--- src/rtl/arb_outport_if.sv ---
// Request/grant bundle between the input-buffer FSMs and one output-port arbiter.
// master = requesters side, slave = arbiter side.
interface arb_outport_if #(
    parameter int NUM_PORTS = 4,
    parameter int SEL_W     = 2
);
    logic [NUM_PORTS-1:0] req;
    logic                 nfull;
    logic [NUM_PORTS-1:0] ack;
    logic [SEL_W-1:0]     sel;
    logic                 busy;

    modport master (output req, nfull, input ack, sel, busy);
    modport slave  (input req, nfull, output ack, sel, busy);
endinterface

--- src/rtl/arb_outport.sv ---
// Per-output-port packet arbiter: grants one input and holds it from head to tail.
// Define ARB_RR_EN for rotating priority; otherwise fixed priority with input 0 highest.
module arb_outport (
    input  logic          clk,
    input  logic          rst,
    arb_outport_if.slave  port
);
    localparam int NP = 4;
    localparam int SW = 2;

    typedef enum logic {IDLE = 1'b0, HOLD = 1'b1} state_t;

    state_t          state_q, state_d;
    logic [NP-1:0]   ack_q, ack_d;
    logic [SW-1:0]   sel_q, sel_d;
    logic            busy_q, busy_d;
    logic [SW-1:0]   start;
    logic [SW-1:0]   idx;
    logic [SW-1:0]   win;
    logic            win_vld;

`ifdef ARB_RR_EN
    logic [SW-1:0]   ptr_q, ptr_d;
    assign start = ptr_q;
`else
    assign start = '0;
`endif

    // Walk downward in offset so the lowest offset from start wins last.
    always_comb begin
        win_vld = 1'b0;
        win     = '0;
        idx     = '0;
        for (int i = NP - 1; i >= 0; i--) begin
            idx = start + SW'(i);
            if (port.req[idx]) begin
                win_vld = 1'b1;
                win     = idx;
            end
        end
    end

    always_comb begin
        state_d = state_q;
        ack_d   = ack_q;
        sel_d   = sel_q;
        busy_d  = busy_q;
`ifdef ARB_RR_EN
        ptr_d   = ptr_q;
`endif
        if (state_q == IDLE) begin
            ack_d  = '0;
            sel_d  = '0;
            busy_d = 1'b0;
            if (!port.nfull && win_vld) begin
                state_d    = HOLD;
                ack_d[win] = 1'b1;
                sel_d      = win;
                busy_d     = 1'b1;
`ifdef ARB_RR_EN
                ptr_d      = win + SW'(1);
`endif
            end
        end else if (!port.req[sel_q]) begin
            // Tail consumed: drop the grant and spend one cycle in IDLE.
            state_d = IDLE;
            ack_d   = '0;
            sel_d   = '0;
            busy_d  = 1'b0;
        end
    end

    always_ff @(posedge clk or negedge rst) begin
        if (!rst) begin
            state_q <= IDLE;
            ack_q   <= '0;
            sel_q   <= '0;
            busy_q  <= 1'b0;
`ifdef ARB_RR_EN
            ptr_q   <= '0;
`endif
        end else begin
            state_q <= state_d;
            ack_q   <= ack_d;
            sel_q   <= sel_d;
            busy_q  <= busy_d;
`ifdef ARB_RR_EN
            ptr_q   <= ptr_d;
`endif
        end
    end

    assign port.ack  = ack_q;
    assign port.sel  = sel_q;
    assign port.busy = busy_q;
endmodule

--- src/flat_wrapper.sv ---
// flat-port wrapper written by rule: the top's interface ports become plain ports
module arb_outport_flat 
  (clk, rst, port_req, port_nfull, port_ack, port_sel, port_busy);
  arb_outport_if port_i ();
  input  logic clk;
  input  logic rst;
  input wire logic [$bits(port_i.req)-1:0] port_req;
  input wire logic [$bits(port_i.nfull)-1:0] port_nfull;
  output wire logic [$bits(port_i.ack)-1:0] port_ack;
  output wire logic [$bits(port_i.sel)-1:0] port_sel;
  output wire logic [$bits(port_i.busy)-1:0] port_busy;
  assign port_i.req = port_req;
  assign port_i.nfull = port_nfull;
  assign port_ack = port_i.ack;
  assign port_sel = port_i.sel;
  assign port_busy = port_i.busy;
  arb_outport u_core (.clk(clk), .rst(rst), .port(port_i));
endmodule
--- config.mk ---
export PLATFORM = sky130hd
export DESIGN_NAME = arb_outport_flat
export DESIGN_NICKNAME = d
export VERILOG_FILES = /design/src/rtl/arb_outport_if.sv /design/src/rtl/arb_outport.sv /design/src/flat_wrapper.sv
export SDC_FILE = /design/constraint.sdc
export NUM_CORES = 1
export LEC_CHECK = 0
export CORE_AREA = 3 3 40 42
export CTS_CLUSTER_SIZE = 28
export DETAILED_ROUTE_END_ITERATION = 10
export DIE_AREA = 0 0 43 45
export PLACE_DENSITY_LB_ADDON = 0.15
export SYNTH_ARGS = -nofsm -noshare
export SYNTH_HDL_FRONTEND = slang
export SYNTH_SLANG_ARGS = --single-unit
--- constraint.sdc ---
create_clock -name clk -period 2.76 [get_ports clk]
set_clock_uncertainty 0.15 [all_clocks]
set_input_delay 0.414 -clock clk [delete_from_list [all_inputs] [get_ports clk]]
set_output_delay 0.414 -clock clk [all_outputs]
set_load 0.05 [all_outputs]
== Word level (Yosys, flattened, before mapping) ==
Cells that the tools add are included.
Cells by class
  magnitude comparators: 3
  equality and inequality tests: 1
  mux-type cells: 23
  reductions and logical operators: 3
Operators with widths (count)
  $mux 2: 7
  $mux 4: 3
  $mux 1: 11
  $lt 2x3->1 const B: 2
  $bmux 1 s2: 1
  $demux 1 s2: 1
  $ge 2x1->1 const B: 1
  $logic_and 1x1->1: 2
  $ne 2x2->1 const B: 1
  $logic_not 1->1: 1
Word-level totals
  register bits: 8
  input bits: 7
  logic and storage cells: 34

== Depth between registers and ports, before layout ==
Gate-level depths: netlist of the first run.
  word-level depth: 10
  mapped depth: 3

== Worst setup path after synthesis of the first run ==
OpenSTA, ideal clock, no wires.
  kind: flip-flop to flip-flop
  from: register u_core.sel_q[1] (netlist: u_core.port.sel[1])
  to: register u_core.ack_q[1] (netlist: u_core.port.ack[1])
  setup time: 0.121 ns
  data arrival time: 1.341 ns
  required time: 2.489 ns
  setup slack: 1.148 ns
  stages on the path, launching flop included: 4
  clock period less this slack: 1.612 ns
  cells stage by stage: dfrtp_1 mux2i_1 o22ai_2 a22o_2
Between the ends
  longest elaborated chain between the ends: 3
RTL lines
  start, declared: line arb_outport.sv:15  | logic [SW-1:0] sel_q, sel_d;
  start signal, assigned: line arb_outport.sv:85  | sel_q <= sel_d;
  $bmux 1 s2: line arb_outport.sv:64  | end else if (!port.req[sel_q]) begin
  $mux 1 (implied by the code): line arb_outport.sv:64
  $ne 2x2->1 (no line)
  end signal, assigned: line arb_outport.sv:84  | ack_q <= ack_d;
  end, declared: line arb_outport.sv:14  | logic [NP-1:0] ack_q, ack_d;
No other way between the ends. The select of a mux whose other input is x is not followed.
A chain may end at the register's enable or synchronous reset.

== Worst setup path after layout of the first run ==
  from: register u_core.sel_q[1] (netlist: u_core.port.sel[1])
  to: output port port_sel[1]
RTL lines
  end, declared: line flat_wrapper.sv:10  | output wire logic [$bits(port_i.sel)-1:0] port_sel;
No word-level cell between the ends.

==> impl_metrics.yaml, run 1 <==
status:
  run_status: "finished clean"
synth:
  synth_cells: 31
  synth_warnings: 0
  ys_ff_latch: 8
  syn_avg_cell_area_um2: 11.9
  mappedNetlistNets: 38
  number_of_distinct_library_cells_after_synthesis: 18
  synth_area_um2: 368
  ys_seq_area_frac: 0.544
clock_network:
  cts_max_path_buffers: 2
  hold_bufs_at_cts: 0
  cts_buffers: 3
  clock_tree_from_tritoncts: "built"
  post_cts_resize_count: 0
  cts-htree-levels: 1
  clkLatencyLatePin_ps: 250
  worst_setup_hold_path_clk_slew_ps: 60
  cts_setup_buffers: 0
  cts_sinks: 8
  clk_root_buffer_cell: "sky130_fd_sc_hd__clkbuf_4"
sta:
  final.period_utilization: 0.750
  setup_repair_after_global_routing_missed_its_margin: "no"
  timing.final.max_slew_violations: 0
  timing.max_slew.rel_slack: 0.663
  worst-slew-pin-transition_ps: 503
  final-hold-violation-count: 0
  setup_total_negative_slack_ps: 0
  clock.fmax_mhz: 483
  timing.final.setup_violations: 0
  postLayoutSetupSlackWorst_ps: 689
  final_period_minus_worst_setup_slack_ps: 2070
worst_setup_path:
  rr_worst_depth: 3
  cpLargestDelayFamily: "buffers and inverters"
  slowest_delay_ps: 830
  crit_chain: "clkdlybuf4s50_1"
  timing_worst_setup_path_type: "register to output pin"
  r2r_slack_ps: 1370
  cp_num_buf_inv: 1
  critical-path-slowest-cell: "sky130_fd_sc_hd__clkdlybuf4s50_1"
  timing.rr.start: "u_core.port.sel[1]"
  worstSetupEndpointType: "output pin"
  setup.worst_path.start_class: "register"
  r2r_end: "u_core.port.ack[1]"
  arrival_ps: 1510
  critical_path.max_fanout: 4
  worstPathRequired_ps: 2200
routing:
  detail_route.vias_per_cell: 5.16
  dr.pass1.iters: 4
  drc: 0
  antenna_left: 0
  route.detailed.wl_per_inst_um: 13.9
  first_iter_violations: 4
  via_count: 320
  wirelength_um: 859
floorplan:
  design.die.area_um2: 1940
  die_height_um: 45
  core_area_um2: 1280
  std_cell_rows: 13
  dieWidth_um: 43
  start_util: 0.286
  pin_count: 14
pwr:
  vdd_ir_drop_max_mv: 0.312
  clockPowerShare: 0.262
  p_seq_frac: 0.419
  power.switching_uw: 122
  comb_power_share: 0.318
  pwr_density_cell_nw_per_um2: 645
  power.static_leakage_uw: 0.000221
  sw_frac_of_total: 0.352
  cell_internal_pwr_uw: 226
layout:
  final_layout_size_suffix_gt1_frac: 0.149
  area_of_the_multi_input_gates_um2: 164
  final_design_area_no_fill_um2: 539
  ff_latch_area_um2: 200
  fin_nets: 56
  layout.cells.non_filler: 62
  antenna-diode-count: 0
  n_fill_cell: 126
  layout-area-overhead-vs-synth_pct: 46.6
global_routing:
  antenna_found_initial: 0
  maximum_number_of_pins_on_one_net_before_global_route_repair: 9
  wire_length_of_the_first_global_routing_pass_um: 1360
  grt_pass1_vias: 302
  grtUsageTotal: 0.0983
  grt.overflow.total: 0
placement:
  placed_cell_area_um2: 517
  dp_slack_ps: 854
  gpl.final_weighted_congestion: 0.774
  number_of_instances_in_the_placed_design: 59
  portBuffers: 13
  dp.final_hpwl_um: 661
flow_run:
  maxCapViolations: 0
hold_path:
  hold_path.class: "input port to async pin"
cells in the final DEF (no fill, tap or decap):
cell,n
sky130_fd_sc_hd__clkdlybuf4s50_1,13
sky130_fd_sc_hd__dfrtp_1,8
sky130_fd_sc_hd__nand2b_1,3
sky130_fd_sc_hd__a22o_1,3
sky130_fd_sc_hd__clkbuf_4,3
sky130_fd_sc_hd__mux2i_1,2
sky130_fd_sc_hd__o21ai_0,2
sky130_fd_sc_hd__nand2_1,1
sky130_fd_sc_hd__o22ai_2,1
sky130_fd_sc_hd__nor2_1,1
sky130_fd_sc_hd__o41ai_1,1
sky130_fd_sc_hd__nor2b_1,1
sky130_fd_sc_hd__nor3_1,1
sky130_fd_sc_hd__nor4_2,1
sky130_fd_sc_hd__a22o_2,1
sky130_fd_sc_hd__a21bo_2,1
sky130_fd_sc_hd__inv_1,1
sky130_fd_sc_hd__o21ai_1,1
sky130_fd_sc_hd__a31oi_1,1
sky130_fd_sc_hd__a21oi_1,1
power groups by stage:
stage / Clock (µW) / Sequential (µW) / Combinational [µW]
after global placement: 0 / 147 / 111
final: 91.3 / 146 / 111
after CTS: 92.8 / 146 / 112
after detailed placement: 0 / 148 / 111
after floorplan: 0 / 183 / 32.1
after global routing: 99.4 / 148 / 118
per-layer routing:
layer,wire [µm],GRT usage,up-vias,share of wire
met5,0,0,-,0
met2,384,0.135,10,0.45
met1,413,0.129,157,0.48
met3,56,0.0319,2,0.065
li1,-,-,151,-
met4,5,0.0723,0,0.0058
cell type report:
cell class / count / area share
sequential: 8 / 0.371
multi-input combinational: 22 / 0.304
timing repair buffer: 13 / 0.241
clock buffer: 3 / 0.0418
tap: 15 / 0.0348
inverter: 1 / 0.00696
Yosys cell counts:
cell | n | share of area
sky130_fd_sc_hd__nor3_1 | 1 | 0.014
sky130_fd_sc_hd__nor2b_1 | 1 | 0.017
sky130_fd_sc_hd__dfrtp_1 | 8 | 0.54
sky130_fd_sc_hd__nand2b_1 | 3 | 0.051
sky130_fd_sc_hd__o21ai_0 | 2 | 0.027
sky130_fd_sc_hd__nand2_1 | 1 | 0.010
sky130_fd_sc_hd__inv_1 | 1 | 0.010
sky130_fd_sc_hd__o41ai_1 | 1 | 0.024
sky130_fd_sc_hd__nor4_2 | 1 | 0.034
sky130_fd_sc_hd__a22o_2 | 1 | 0.027
sky130_fd_sc_hd__a31oi_1 | 1 | 0.017
sky130_fd_sc_hd__a22o_1 | 3 | 0.071
sky130_fd_sc_hd__a21oi_1 | 1 | 0.014
sky130_fd_sc_hd__mux2i_1 | 2 | 0.054
sky130_fd_sc_hd__nor2_1 | 1 | 0.010
sky130_fd_sc_hd__o22ai_2 | 1 | 0.034
sky130_fd_sc_hd__o21ai_1 | 1 | 0.014
sky130_fd_sc_hd__a21bo_2 | 1 | 0.027
per-stage QoR:
step	util	hold slack, ps	power [µW]
after global routing	0.420	318	366
final	0.420	293	348
after floorplan	-	-31.6	215
after CTS	0.420	308	351
after global placement	0.402	332	258
after detailed placement	0.402	330	259
kinds of logic (layout without fill, tap and decap cells):
family | count (synthesis) | count (layout) | share of synthesized area
AOI/OAI and AO/OA | 12 | 12 | 0.255
buffers and inverters | 1 | 17 | 0.0102
muxes | 2 | 2 | 0.0544
DFF | 8 | 8 | 0.544
and+or+nand+nor | 8 | 8 | 0.136
sequential cells by signal, indices dropped and copies added (netlist names):
register	count
u_core.port.ack	4
u_core.port.busy	1
u_core.port.sel	2
u_core.state_q	1
how the worst max path moves through the flow:
stage	slack [ps]	from	depth (start not counted)	end
3_5_place_dp	850	port_req[1]	3	u_core.port.busy
6_report	690	u_core.port.sel[1]	1	port_sel[1]
3_3_place_gp	870	port_req[1]	3	u_core.port.busy
5_1_grt	660	u_core.port.sel[1]	1	port_sel[1]
4_1_cts	690	u_core.port.sel[1]	1	port_sel[1]
2_1_floorplan	1150	u_core.port.sel[1]	3	u_core.port.ack[1]
Power figures use the tool's default switching activity.
==> inputs of run 2 (changes only) <==
- clock period: 2.76 -> 1.9 ns (I/O delays scaled with it)
==> run 2 against run 1 <==
  * Total power up 43%
  * First-iteration DRC count up 50%
  * Die area unchanged
  * Via count down 0.94%
  * Critical endpoint is now u_core.port.busy
  * Non-clock buffer count unchanged
  * Worst setup slack worse by 280 ps
  * Sequential cell count unchanged
  * Count of clock-buffer cells in the layout unchanged
  * Core utilization down 1.4 points
  * Hold slack worse by 130 ps
  * Largest power group unchanged
==> impl_metrics.yaml, run 2 (synthesized netlist as in run 1, its figures left out) <==
status:
  run_status: "finished clean"
clock_network:
  clkLatencyLatePin_ps: 250
  post_cts_resize_count: 0
  clk_root_buffer_cell: "sky130_fd_sc_hd__clkbuf_4"
  worst_setup_hold_path_clk_slew_ps: 50
  hold_bufs_at_cts: 0
  cts_setup_buffers: 0
  clock_tree_from_tritoncts: "built"
  cts_sinks: 8
  cts-htree-levels: 1
  cts_buffers: 3
  cts_max_path_buffers: 2
sta:
  setup_repair_after_global_routing_missed_its_margin: "no"
  final-hold-violation-count: 0
  final_period_minus_worst_setup_slack_ps: 1490
  timing.final.setup_violations: 0
  postLayoutSetupSlackWorst_ps: 410
  timing.max_slew.rel_slack: 0.723
  setup_total_negative_slack_ps: 0
  worst-slew-pin-transition_ps: 413
  timing.final.max_slew_violations: 0
  final.period_utilization: 0.784
  clock.fmax_mhz: 671
pwr:
  pwr_density_cell_nw_per_um2: 953
  vdd_ir_drop_max_mv: 0.494
  total_power_uw: 497
  power.static_leakage_uw: 0.000233
placement:
  dp.final_hpwl_um: 643
  dp_slack_ps: 120
  portBuffers: 13
  gpl.final_weighted_congestion: 0.755
floorplan:
  pin_count: 14
  design.die.area_um2: 1940
  dieWidth_um: 43
  start_util: 0.286
  std_cell_rows: 13
  die_height_um: 45
  core_area_um2: 1280
routing:
  dr.pass1.iters: 4
  antenna_left: 0
  via_count: 317
  route.detailed.wl_per_inst_um: 13.7
  drc: 0
  first_iter_violations: 6
  detail_route.vias_per_cell: 5.11
  wirelength_um: 852
layout:
  n_fill_cell: 123
  layout-area-overhead-vs-synth_pct: 41.8
  ff_latch_area_um2: 200
  antenna-diode-count: 0
  area_of_the_multi_input_gates_um2: 164
  largest_reg_flops: 4
  final_common_cell: "sky130_fd_sc_hd__dfrtp_1"
  layout.cells.most_common_list: "sky130_fd_sc_hd__dfrtp_1 (8), sky130_fd_sc_hd__buf_4 (7), sky130_fd_sc_hd__clkdlybuf4s50_1 (6)"
  final_layout_size_suffix_gt1_frac: 0.298
  fin_nets: 56
  layout.core_utilization: 0.406
worst_setup_path:
  crit_start: "port_req[1]"
  arrival_ps: 1480
  worstPathRequired_ps: 1890
  timing.rr.start: "u_core.port.sel[1]"
  setup.worst_path.start_class: "input port"
  timing_worst_setup_path_type: "input port to register"
  worstSetupEndpointType: "register"
  critical_path.max_fanout: 5
global_routing:
  grt_pass1_vias: 281
  grtUsageTotal: 0.102
  grt.overflow.total: 0
  maximum_number_of_pins_on_one_net_before_global_route_repair: 9
  antenna_found_initial: 0
  wire_length_of_the_first_global_routing_pass_um: 1370
flow_run:
  maxCapViolations: 0
hold_path:
  hold_path.class: "input port to async pin"
==> run 2: worst paths after layout <==
kind	depth (start not counted)	to	slack [ps]
max in group asynchronous	1	u_core.port.ack[0]	1170
min in group clk	1	u_core.port.busy	340
min reg2reg	1	u_core.port.busy	340
max	3	u_core.port.busy	410
min	1	u_core.port.sel[0]	160
max reg2reg	3	u_core.port.ack[1]	500
==> run 2: final cells by class <==
| type | count | area share |
|---|---|---|
| clock buffers | 3 | 0.0432 |
| inverters | 1 | 0.00719 |
| multi-input cells | 22 | 0.314 |
| flip-flops and latches | 8 | 0.384 |
| well taps | 15 | 0.0360 |
| repair buffers | 13 | 0.216 |
==> run 2: worst max-delay path, cell delays in order <==
cell and delay, ps:
sky130_fd_sc_hd__clkdlybuf4s50_1 480, sky130_fd_sc_hd__o41ai_1 450, sky130_fd_sc_hd__a21bo_2 260
==> run 2: stage by stage <==
stage	cells	hold slack [ps]	instance area [µm²]
after CTS	62	175	522
after global routing	62	193	522
after detailed placement	59	334	499
after floorplan	31	-161	368
after global placement	59	333	499
final	62	165	522
==> run 2: power by group <==
part	leakage, µW	switching (µW)	total, µW	internal, µW
clock	0.0000138	57.9	130	72.3
combinational	0.000113	95.6	154	58.4
sequential	0.000106	21.4	213	191
==> run 2: per-layer routing <==
metal	GRT usage	routed length (µm)
met5	0	0
met4	0.0904	6
met3	0.0398	84
met2	0.138	394
met1	0.123	366
==> inputs of run 3 (changes only) <==
- clock period: 1.9 -> 1.4 ns (I/O delays scaled with it)
==> run 3 against run 2 <==
  * The flow now finishes with violations (setup timing)
  * Register-to-register slack got worse by 510 ps
  * Hold slack got worse by 89 ps
  * Worst setup slack lost 420 ps
  * Critical path depth is the same
  * Die area unchanged
  * Critical path type is now register to register
  * Largest power group unchanged
  * Highest routed layer unchanged
==> impl_metrics.yaml, run 3 (synthesized netlist as in run 1, its figures left out) <==
status:
  run_status: "complete, but fails checks"
  failing_checks: "setup timing"
layout:
  antenna-diode-count: 0
  ff_latch_area_um2: 201
  area_of_the_multi_input_gates_um2: 195
  layout.cells.most_common_list: "sky130_fd_sc_hd__buf_12 (7), sky130_fd_sc_hd__dfrtp_1 (7), sky130_fd_sc_hd__clkdlybuf4s50_1 (4), sky130_fd_sc_hd__buf_4 (4)"
  layout-area-overhead-vs-synth_pct: 85.0
  fin_nets: 60
  largest_reg_flops: 4
  final_design_area_no_fill_um2: 681
  final_layout_size_suffix_gt1_frac: 0.423
  n_fill_cell: 111
clock_network:
  cts_max_path_buffers: 2
  clk_root_buffer_cell: "sky130_fd_sc_hd__clkbuf_4"
  worst_setup_hold_path_clk_slew_ps: 60
  clkLatencyLatePin_ps: 270
  clock_tree_from_tritoncts: "built"
  cts_sinks: 8
  cts_buffers: 3
  cts-htree-levels: 1
  hold_bufs_at_cts: 0
placement:
  placed_cell_area_um2: 618
  portBuffers: 13
  dp_slack_ps: -304
  gpl.final_weighted_congestion: 0.832
  dp.final_hpwl_um: 669
routing:
  antenna_left: 0
  detail_route.vias_per_cell: 5.22
  drc: 0
  via_count: 350
  dr.pass1.iters: 4
  route.detailed.wl_per_inst_um: 14.0
  first_iter_violations: 10
  wirelength_um: 940
worst_setup_path:
  timing.rr.start: "u_core.port.sel[1]"
  rr_worst_depth: 3
  critical-path-slowest-cell: "sky130_fd_sc_hd__dfrtp_2"
  crit_chain: "mux2i_2 > o22ai_4 > a22o_2"
  timing_worst_setup_path_type: "register to register"
  cp_num_buf_inv: 0
  critical_path.max_fanout: 6
  worstSetupEndpointType: "register"
  cpLargestDelayFamily: "flip-flops"
  slowest_delay_ps: 460
  r2r_end: "u_core.port.ack[1]"
  r2r_slack_ps: -10
  worstPathRequired_ps: 1400
  setup.worst_path.start_class: "register"
  arrival_ps: 1410
hold_path:
  hold_path.class: "input port to async pin"
global_routing:
  grtUsageTotal: 0.0992
  wire_length_of_the_first_global_routing_pass_um: 1410
  grt_pass1_vias: 318
  grt.overflow.total: 0
  maximum_number_of_pins_on_one_net_before_global_route_repair: 9
  antenna_found_initial: 0
sta:
  worst-slew-pin-transition_ps: 386
  setup_repair_after_global_routing_missed_its_margin: "yes"
  timing.final.max_slew_violations: 0
  timing.final.setup_violations: 1
  timing.max_slew.rel_slack: 0.742
  final.period_utilization: 1.01
  clock.fmax_mhz: 708
  final-hold-violation-count: 0
  final_period_minus_worst_setup_slack_ps: 1410
  postLayoutSetupSlackWorst_ps: -12.9
pwr:
  vdd_ir_drop_max_mv: 0.529
  pwr_density_cell_nw_per_um2: 1170
  power.static_leakage_uw: 0.000300
floorplan:
  start_util: 0.286
  std_cell_rows: 13
  pin_count: 14
  die_height_um: 45
  dieWidth_um: 43
  core_area_um2: 1280
  design.die.area_um2: 1940
flow_run:
  maxCapViolations: 0
[run 3: changes by cell type in the layout (fill, tap and decap cells not counted), moves of 2 or more]
cell	change
sky130_fd_sc_hd__buf_12	+7
sky130_fd_sc_hd__buf_4	-3
sky130_fd_sc_hd__mux2i_1	-2
sky130_fd_sc_hd__dlymetal6s2s_1	+2
sky130_fd_sc_hd__clkdlybuf4s50_1	-2
[run 3: area by class of cell]
class,instances,share of cell area
repair buffers,17,0.346
flip-flops and latches,8,0.296
inverters,1,0.00551
multi-input cells,22,0.287
clock buffers,4,0.0386
well taps,15,0.0276
[run 3: repair_timing]
item                                    in CTS  in global routing
endpoints found under the setup margin       1                  5
buffers inserted                             0                  0
pin swaps                                    0                  3
resized for setup                            1                  6
[run 3: through the flow]
step / utilization / setup TNS [ps] / total power, µW / std cells / hold WS [ps]
after floorplan: - / -173 / 424 / 31 / -236
after global placement: 0.481 / -1530 / 576 / 63 / 360
after detailed placement: 0.481 / -1560 / 578 / 63 / 369
after CTS: 0.507 / 0 / 785 / 67 / 81.7
after global routing: 0.530 / -131 / 828 / 67 / 106
final: 0.530 / -12.9 / 799 / 67 / 75.1
[run 3: how the worst max path moves through the flow]
stage	depth (start not counted)	slack, ps	startpoint	end
floorplan	3	-50	u_core.port.sel[1]	u_core.port.ack[1]
global placement	3	-250	port_req[0]	u_core.port.busy
detailed placement	3	-300	port_req[0]	u_core.port.busy
CTS	3	0.6	u_core.port.sel[1]	u_core.port.ack[1]
global route	3	-50	u_core.port.sel[1]	u_core.port.ack[1]
finish	3	-10	u_core.port.sel[1]	u_core.port.ack[1]
[run 3: where the power goes]
part           total (µW)  switching (µW)  internal, µW
logic                 297             147           150
registers             300            40.2           260
clock network         202            92.4           110
[run 3: routing by layer]
| metal | wire, µm | global-route usage | up-vias |
|---|---|---|---|
| met2 | 459 | 0.153 | 18 |
| met4 | 14 | 0.0542 | 0 |
| met3 | 89 | 0.0319 | 2 |
| met1 | 377 | 0.124 | 170 |
| li1 | - | - | 160 |
| met5 | 0 | 0 | - |
